==> config.mk <==
export PLATFORM = sky130hd
export DESIGN_NAME = morra_arbitro
export DESIGN_NICKNAME = d
export VERILOG_FILES = /design/src/rtl/morra_pkg.sv /design/src/rtl/morra_presa.sv /design/src/rtl/morra_arbitro.sv
export SDC_FILE = /design/constraint.sdc
export NUM_CORES = 1
export LEC_CHECK = 0
export CAP_MARGIN = 20
export CORE_AREA = 5 5 71 73
export CTS_BUF_LIST = sky130_fd_sc_hd__clkbuf_8
export DETAILED_ROUTE_END_ITERATION = 6
export DIE_AREA = 0 0 76 78
export GPL_ROUTABILITY_DRIVEN = 0
export GPL_TIMING_DRIVEN = 1
export PLACE_DENSITY_LB_ADDON = 0.12
export SYNTH_ARGS = -nofsm -noshare
export SYNTH_HDL_FRONTEND = slang
export SYNTH_HIERARCHICAL = 1
export SYNTH_SLANG_ARGS = --single-unit
==> constraint.sdc <==
create_clock -name clk -period 6.2 [get_ports clk]
set_clock_uncertainty 0.1 [all_clocks]
set_input_delay 0.62 -clock clk [delete_from_list [all_inputs] [get_ports clk]]
set_output_delay 0.62 -clock clk [all_outputs]
set_load 0.05 [all_outputs]
==> src/rtl/morra_pkg.sv <==
// Shared encodings and controller state type for the MorraCinese match controller.
package morra_pkg;

    // Player moves
    localparam logic [1:0] MOSSA_NULLA   = 2'b00;
    localparam logic [1:0] MOSSA_SASSO   = 2'b01;
    localparam logic [1:0] MOSSA_CARTA   = 2'b10;
    localparam logic [1:0] MOSSA_FORBICE = 2'b11;

    // Manche result reported by the game
    localparam logic [1:0] MANCHE_NULLA  = 2'b00;
    localparam logic [1:0] MANCHE_P1     = 2'b01;
    localparam logic [1:0] MANCHE_P2     = 2'b10;
    localparam logic [1:0] MANCHE_PARI   = 2'b11;

    // Partita result reported by the game
    localparam logic [1:0] PARTITA_CORSO = 2'b00;
    localparam logic [1:0] PARTITA_P1    = 2'b01;
    localparam logic [1:0] PARTITA_P2    = 2'b10;
    localparam logic [1:0] PARTITA_PARI  = 2'b11;

    // Match winner
    localparam logic [1:0] VINC_NESSUNO  = 2'b00;
    localparam logic [1:0] VINC_P1       = 2'b01;
    localparam logic [1:0] VINC_P2       = 2'b10;

    typedef enum logic [2:0] {
        IDLE   = 3'd0,
        AVVIO  = 3'd1,
        ATTESA = 3'd2,
        GIOCA  = 3'd3,
        ESITO  = 3'd4,
        FINE   = 3'd5
    } stato_t;

endpackage

==> src/rtl/morra_presa.sv <==
// Per-player move capture: READY while no move is held, latches the first non-null valid move.
module morra_presa
    import morra_pkg::*;
(
    input  logic       clk,
    input  logic       rst_i,
    input  logic       abil_i,
    input  logic       svuota_i,
    input  logic [1:0] mossa_i,
    input  logic       valid_i,
    output logic       ready_o,
    output logic       tenuta_o,
    output logic [1:0] mossa_o
);

    logic       tenuta_q;
    logic [1:0] mossa_q;
    logic       accetta;

    assign ready_o  = abil_i & ~tenuta_q;
    assign accetta  = valid_i & ready_o & (mossa_i != MOSSA_NULLA);
    assign tenuta_o = tenuta_q;
    assign mossa_o  = mossa_q;

    // Hold register: cleared between manches, loaded on an accepted handshake
    always_ff @(posedge clk) begin
        if (rst_i) begin
            tenuta_q <= 1'b0;
            mossa_q  <= MOSSA_NULLA;
        end else if (svuota_i) begin
            tenuta_q <= 1'b0;
            mossa_q  <= MOSSA_NULLA;
        end else if (accetta) begin
            tenuta_q <= 1'b1;
            mossa_q  <= mossa_i;
        end
    end

endmodule

==> src/rtl/morra_arbitro.sv <==
// Match controller: sequences a best-of-N match of MorraCinese between two players.
module morra_arbitro
    import morra_pkg::*;
#(
    parameter int unsigned VITTORIE = 2,
    parameter int unsigned TIMEOUT  = 15,
    parameter int unsigned CW       = 4
) (
    input  logic          clk,
    input  logic          INIZIO,
    input  logic          GO,
    input  logic [1:0]    P1_MOSSA,
    input  logic          P1_VALID,
    output logic          P1_READY,
    input  logic [1:0]    P2_MOSSA,
    input  logic          P2_VALID,
    output logic          P2_READY,
    output logic          M_INIZIO,
    output logic [1:0]    M_PRIMO,
    output logic [1:0]    M_SECONDO,
    input  logic [1:0]    M_MANCHE,
    input  logic [1:0]    M_PARTITA,
    output logic [CW-1:0] PUNTI_P1,
    output logic [CW-1:0] PUNTI_P2,
    output logic [CW-1:0] PAREGGI,
    output logic [1:0]    ULTIMA_MANCHE,
    output logic          BUSY,
    output logic          MATCH_FINE,
    output logic [1:0]    VINCITORE
);

    localparam int unsigned TW = (TIMEOUT < 2) ? 1 : $clog2(TIMEOUT + 1);

    stato_t          stato_q, stato_d;
    logic [TW-1:0]   cnt_q, cnt_d;
    logic [CW-1:0]   p1_q, p1_d, p2_q, p2_d, par_q, par_d;
    logic [1:0]      ult_q, ult_d;
    logic [1:0]      vinc_q, vinc_d;
    logic            svuota, punto_p1, punto_p2;
    logic            tenuta1, tenuta2;
    logic [1:0]      mossa1, mossa2;
    logic            in_attesa;

    function automatic logic [CW-1:0] sat_inc(input logic [CW-1:0] v);
        return (&v) ? v : v + CW'(1);
    endfunction

    assign in_attesa = (stato_q == ATTESA);

    morra_presa u_presa_p1 (
        .clk      (clk),
        .rst_i    (INIZIO),
        .abil_i   (in_attesa),
        .svuota_i (svuota),
        .mossa_i  (P1_MOSSA),
        .valid_i  (P1_VALID),
        .ready_o  (P1_READY),
        .tenuta_o (tenuta1),
        .mossa_o  (mossa1)
    );

    morra_presa u_presa_p2 (
        .clk      (clk),
        .rst_i    (INIZIO),
        .abil_i   (in_attesa),
        .svuota_i (svuota),
        .mossa_i  (P2_MOSSA),
        .valid_i  (P2_VALID),
        .ready_o  (P2_READY),
        .tenuta_o (tenuta2),
        .mossa_o  (mossa2)
    );

    // State, timeout and score registers
    always_ff @(posedge clk) begin
        if (INIZIO) begin
            stato_q <= IDLE;
            cnt_q   <= '0;
            p1_q    <= '0;
            p2_q    <= '0;
            par_q   <= '0;
            ult_q   <= MANCHE_NULLA;
            vinc_q  <= VINC_NESSUNO;
        end else begin
            stato_q <= stato_d;
            cnt_q   <= cnt_d;
            p1_q    <= p1_d;
            p2_q    <= p2_d;
            par_q   <= par_d;
            ult_q   <= ult_d;
            vinc_q  <= vinc_d;
        end
    end

    // Next state, timeout handling and score update with match-end check
    always_comb begin
        stato_d  = stato_q;
        cnt_d    = cnt_q;
        p1_d     = p1_q;
        p2_d     = p2_q;
        par_d    = par_q;
        ult_d    = ult_q;
        vinc_d   = vinc_q;
        svuota   = 1'b0;
        punto_p1 = 1'b0;
        punto_p2 = 1'b0;

        case (stato_q)
            IDLE, FINE: begin
                if (GO) begin
                    stato_d = AVVIO;
                    p1_d    = '0;
                    p2_d    = '0;
                    par_d   = '0;
                    vinc_d  = VINC_NESSUNO;
                end
            end
            AVVIO: begin
                svuota  = 1'b1;
                cnt_d   = '0;
                stato_d = ATTESA;
            end
            ATTESA: begin
                if (tenuta1 && tenuta2) begin
                    stato_d = GIOCA;
                end else begin
                    cnt_d = cnt_q + TW'(1);
                    if ((TIMEOUT != 0) && (cnt_d == TW'(TIMEOUT))) begin
                        // A lone held move wins the partita; nobody held just rearms the count
                        if (tenuta1 ^ tenuta2) begin
                            punto_p1 = tenuta1;
                            punto_p2 = tenuta2;
                        end else begin
                            cnt_d = '0;
                        end
                    end
                end
            end
            GIOCA: begin
                stato_d = ESITO;
            end
            ESITO: begin
                if (M_MANCHE != MANCHE_NULLA) begin
                    ult_d = M_MANCHE;
                end
                case (M_PARTITA)
                    PARTITA_CORSO: begin
                        svuota  = 1'b1;
                        cnt_d   = '0;
                        stato_d = ATTESA;
                    end
                    PARTITA_P1: punto_p1 = 1'b1;
                    PARTITA_P2: punto_p2 = 1'b1;
                    default: begin
                        par_d   = sat_inc(par_q);
                        stato_d = AVVIO;
                    end
                endcase
            end
            default: stato_d = IDLE;
        endcase

        if (punto_p1) begin
            p1_d = sat_inc(p1_q);
            if (p1_d == CW'(VITTORIE)) begin
                stato_d = FINE;
                vinc_d  = VINC_P1;
            end else begin
                stato_d = AVVIO;
            end
        end else if (punto_p2) begin
            p2_d = sat_inc(p2_q);
            if (p2_d == CW'(VITTORIE)) begin
                stato_d = FINE;
                vinc_d  = VINC_P2;
            end else begin
                stato_d = AVVIO;
            end
        end
    end

    // Game-side and status outputs decoded from the state register
    assign M_INIZIO      = INIZIO | (stato_q == AVVIO);
    assign M_PRIMO       = (stato_q == GIOCA) ? mossa1 : MOSSA_NULLA;
    assign M_SECONDO     = (stato_q == GIOCA) ? mossa2 : MOSSA_NULLA;
    assign BUSY          = (stato_q == AVVIO) || (stato_q == ATTESA) ||
                           (stato_q == GIOCA) || (stato_q == ESITO);
    assign MATCH_FINE    = (stato_q == FINE);
    assign PUNTI_P1      = p1_q;
    assign PUNTI_P2      = p2_q;
    assign PAREGGI       = par_q;
    assign ULTIMA_MANCHE = ult_q;
    assign VINCITORE     = vinc_q;

endmodule

==> summary.md <==
| Metric | Value |
|---|---|
| Outcome | finished, final reports clean |
| Commonest non-fill, non-tap cell in the layout | clkdlybuf4s50_1 |
| Die Ht | between 70 and 80 um |
| Reg2reg path depth | 6 |
| Initial antenna violation count | 0 |
| Max cap viols | 0 |
| Final Max Slew Viols | 0 |
| Worst setup EP type | output port |
| Post-synthesis mux area share | about 1.7% |
| Comb pwr share | between 40% and 50% |
| Initial core utilization | a little over two fifths |
| XOR/XNOR Fraction of Synth Area | approximately 2.8% |
| GRT Overall Usage | 14.44% |
| DP HPWL | 3111 um |
| Top_reg_cell synth | dfxtp_1 |
| H-tree levels | 2 |
| Async S/R FF share, synth | 0% |
| Sequential fraction of the synthesis area | a little under a third |
| Fin. Hold Viols | 0 |
| Post-route ant nets | 0 |
| Area Growth Syn to Fin | 27.35% |
| Clock group share of total power | between 20% and 30% |
| Combined area of the multi-input logic cells | 1236 um^2 |
| Final Util | between 50 and 60% |
| Worst EP required | about 5.5 ns |
| Peak per-stage delay on the critical path | between 0.8 and 0.9 ns |
| Final setup violation count | 0 |
| Row cnt | 24 |
| Post-synth EDFFs | 0 |
| Worst-path clk slew | ~0.07 ns |
| Crit-path max FO | 22 |
| Overflow left after global routing | 0 |
| Slowest-stage cell, CP | clkdlybuf4s50_1 |
| Net Sw Frac | between 40% and 50% |
| Simple-Gate Fraction of Synth Area | between 30% and 40% |
| Die width | roughly 76 um |
| Largest family of logic cells by synthesized area | simple AND/OR/NAND/NOR gates |
| CTS tree | built |
| Share of post-route cells with drive strength above 1 | under 10% |
| Fmax | 329.6 MHz |
| CP Depth | 3 |
| Max rail drop VDD | between 0.15 and 0.2 mV |
| Syn Nets | 264 |
| Number of fill cells | 417 |
| Slew @ Worst Pin | around 0.63 ns |
| Hold Buf Count CTS | 0 |
| Net Sw Power | approximately 300 uW |
| Synth Area per Inst | 7.972 um^2 |
| DRC violations left | 0 |
| DR vias/cell | 5.293 |
| Int Pwr | approximately 420 uW |
| Synth Area in Compound Gates | 20.73% |
| DRT iter0 DRCs | between 70 and 80 |
| Post-layout min period | a little over 3 ns |
| Relative slew slack | between 50% and 60% |
| Register Area | a little under 600 um^2 |
| Most frequent cells in the layout | 37 x clkdlybuf4s50_1, 30 x nor2_1, 29 x dfxtp_1 |
| Synth cell types | 50 |
| Synthesis-stage register bit count | 29 |
| Min-delay worst type | flip-flop to flip-flop |
| Setup TNS | 0 ns |
| WHS Path Cells | 2 |
| Routed vias | between 1500 and 2000 |
| Yosys warns | 6 |
| CORE AREA | about 4300 um^2 |
| WL final | around 4200 um |
| Leak Pwr | 0.9002 nW |
| Clk sinks | 29 |
| RSZ-0062 raised after global routing | no |
| Adder-Cell Fraction of Synth Area | under 10% |
| Crit-path cells | and2_1, nor2b_4, clkdlybuf4s50_1 |
| Synth Instances | 237 |
| Top delay family on crit path | buffers and inverters |
| PortBufs | 37 |
| CTS resizes | 0 |
| Clk Latency, worst-skew pair | 0.28 ns |
| Pwr/cell area | about 300 nW/um^2 |
| Startpoint Class | flip-flop |
| Vias in the first global route | between 1500 and 2000 |
| Final nets | 302 |
| Crit path kind | flip-flop to output port |
| TritonCTS Buffers | 5 |
| Antenna diode count | 0 |
| Worst path buffer plus inverter count | 1 |
| Sequential Power Share | 34.2% |
| I/O pin count | 38 |
| Synthesized area | 1889 um^2 |
| Fin crit share | approximately 49% |
| Post-CTS setup buffer count | 0 |
| Max Buffers Root-to-Sink | 2 |
| Largest net degree at the start of global routing | 23 |
| Clock root cell | clkbuf_8 |
| Die ar. | between 5000 and 6000 um^2 |
| Critical Path AT | ~2.3 ns |
| First-pass GRT wire length | 7238 um |
| Wire per inst | between 10 and 15 um |
| 1st-pass router iterations | 4 |
## final timing paths
check / from / end / slack (ns)
max: stato_q[1]$_SDFFE_PP0P_ / P1_READY / 3.17
min: u_presa_p1/mossa_o[0]$_SDFFE_PP0P_ / u_presa_p1/mossa_o[0]$_SDFFE_PP0P_ / 0.35
max reg2reg: stato_q[1]$_SDFFE_PP0P_ / stato_q[2]$_SDFFE_PP0P_ / 3.39
min reg2reg: u_presa_p1/mossa_o[0]$_SDFFE_PP0P_ / u_presa_p1/mossa_o[0]$_SDFFE_PP0P_ / 0.35
## power by group through the flow
stage               combinational [mW]  clock (mW)  sequential, mW
floorplan                        0.227           0           0.246
global placement                 0.301           0           0.250
detailed placement               0.302           0           0.250
CTS                              0.303       0.179           0.246
global route                     0.330       0.188           0.251
finish                           0.302       0.174           0.247
## layer usage
layer | track usage [%] | routed length [um] | up-vias
met1 | 18.14 | 2043 | 780
met5 | 0 | 0 | -
met2 | 23.63 | 1911 | 26
li1 | - | - | 923
met3 | 4.051 | 177 | 7
met4 | 4.982 | 59 | 0
## area by class of cell
type | count | area share, %
Multi-Input combinational cell | 189 | 51.38
Timing Repair Buffer | 38 | 15.70
Clock buffer | 7 | 4.004
Inverter | 12 | 1.872
Sequential cell | 29 | 24.13
Tap cell | 52 | 2.704
Clock inverter | 1 | 0.2080
## kinds of logic after synthesis
family | Yosys count
mux | 3
fa+ha+maj | 14
xor+xnor | 6
flops | 29
buf+inv | 19
simple gates | 110
compound gates | 56
## through the flow
step	instances	cell area [um^2]	power (mW)	setup slack [ns]	hold slack, ns
CTS	328	2406	0.7287	3.173	0.3521
finish	328	2406	0.7236	3.166	0.3544
global route	328	2406	0.7695	3.067	0.3788
floorplan	237	1889	0.4724	3.715	0.3242
global placement	320	2305	0.5513	3.188	0.3408
detailed placement	320	2305	0.5525	3.173	0.3435
## worst reg2reg max path, stage by stage, from the launching register on
cell and delay, ns:
dfxtp_1 0.73, or4b_1 0.66, nor4_1 0.34, a221oi_1 0.13
nor3_2 0.26, nand4_1 0.24, a311oi_2 0.28
## synthesized netlist by cell type, types with 2 or more instances
cell / n / area (um^2)
o21ai_1: 7 / 35.03
o31ai_1: 3 / 22.52
nor4_1: 2 / 12.51
nand3_1: 10 / 50.05
nand2b_1: 6 / 37.54
o21a_1: 3 / 22.52
a31oi_1: 2 / 12.51
nor3_1: 5 / 25.02
xnor2_1: 5 / 43.79
nand4_1: 6 / 37.54
and3_1: 6 / 37.54
nand2_1: 24 / 90.09
nor2b_1: 3 / 18.77
a211oi_1: 3 / 22.52
dfxtp_1: 29 / 580.6
clkbuf_1: 6 / 22.52
ha_1: 14 / 175.2
a21oi_1: 15 / 75.07
nor2b_4: 2 / 27.53
and2_1: 3 / 18.77
inv_1: 12 / 45.04
or3_1: 2 / 12.51
o21ai_0: 7 / 35.03
o21bai_1: 3 / 22.52
nor2_1: 30 / 112.6
mux2_1: 2 / 22.52
o211a_4: 2 / 35.03
or2_2: 3 / 18.77
## sequential cells by signal, summed over array words and instances (netlist names), named ones only
name / cells
PAREGGI: 4
PUNTI_P1: 4
PUNTI_P2: 3
ULTIMA_MANCHE: 2
VINCITORE: 2
cnt_q: 4
stato_q: 3
u_presa_p1/mossa_o: 2
u_presa_p1/tenuta_o: 1
u_presa_p2/mossa_o: 2
u_presa_p2/tenuta_o: 1
Power figures use the tool's default switching activity.
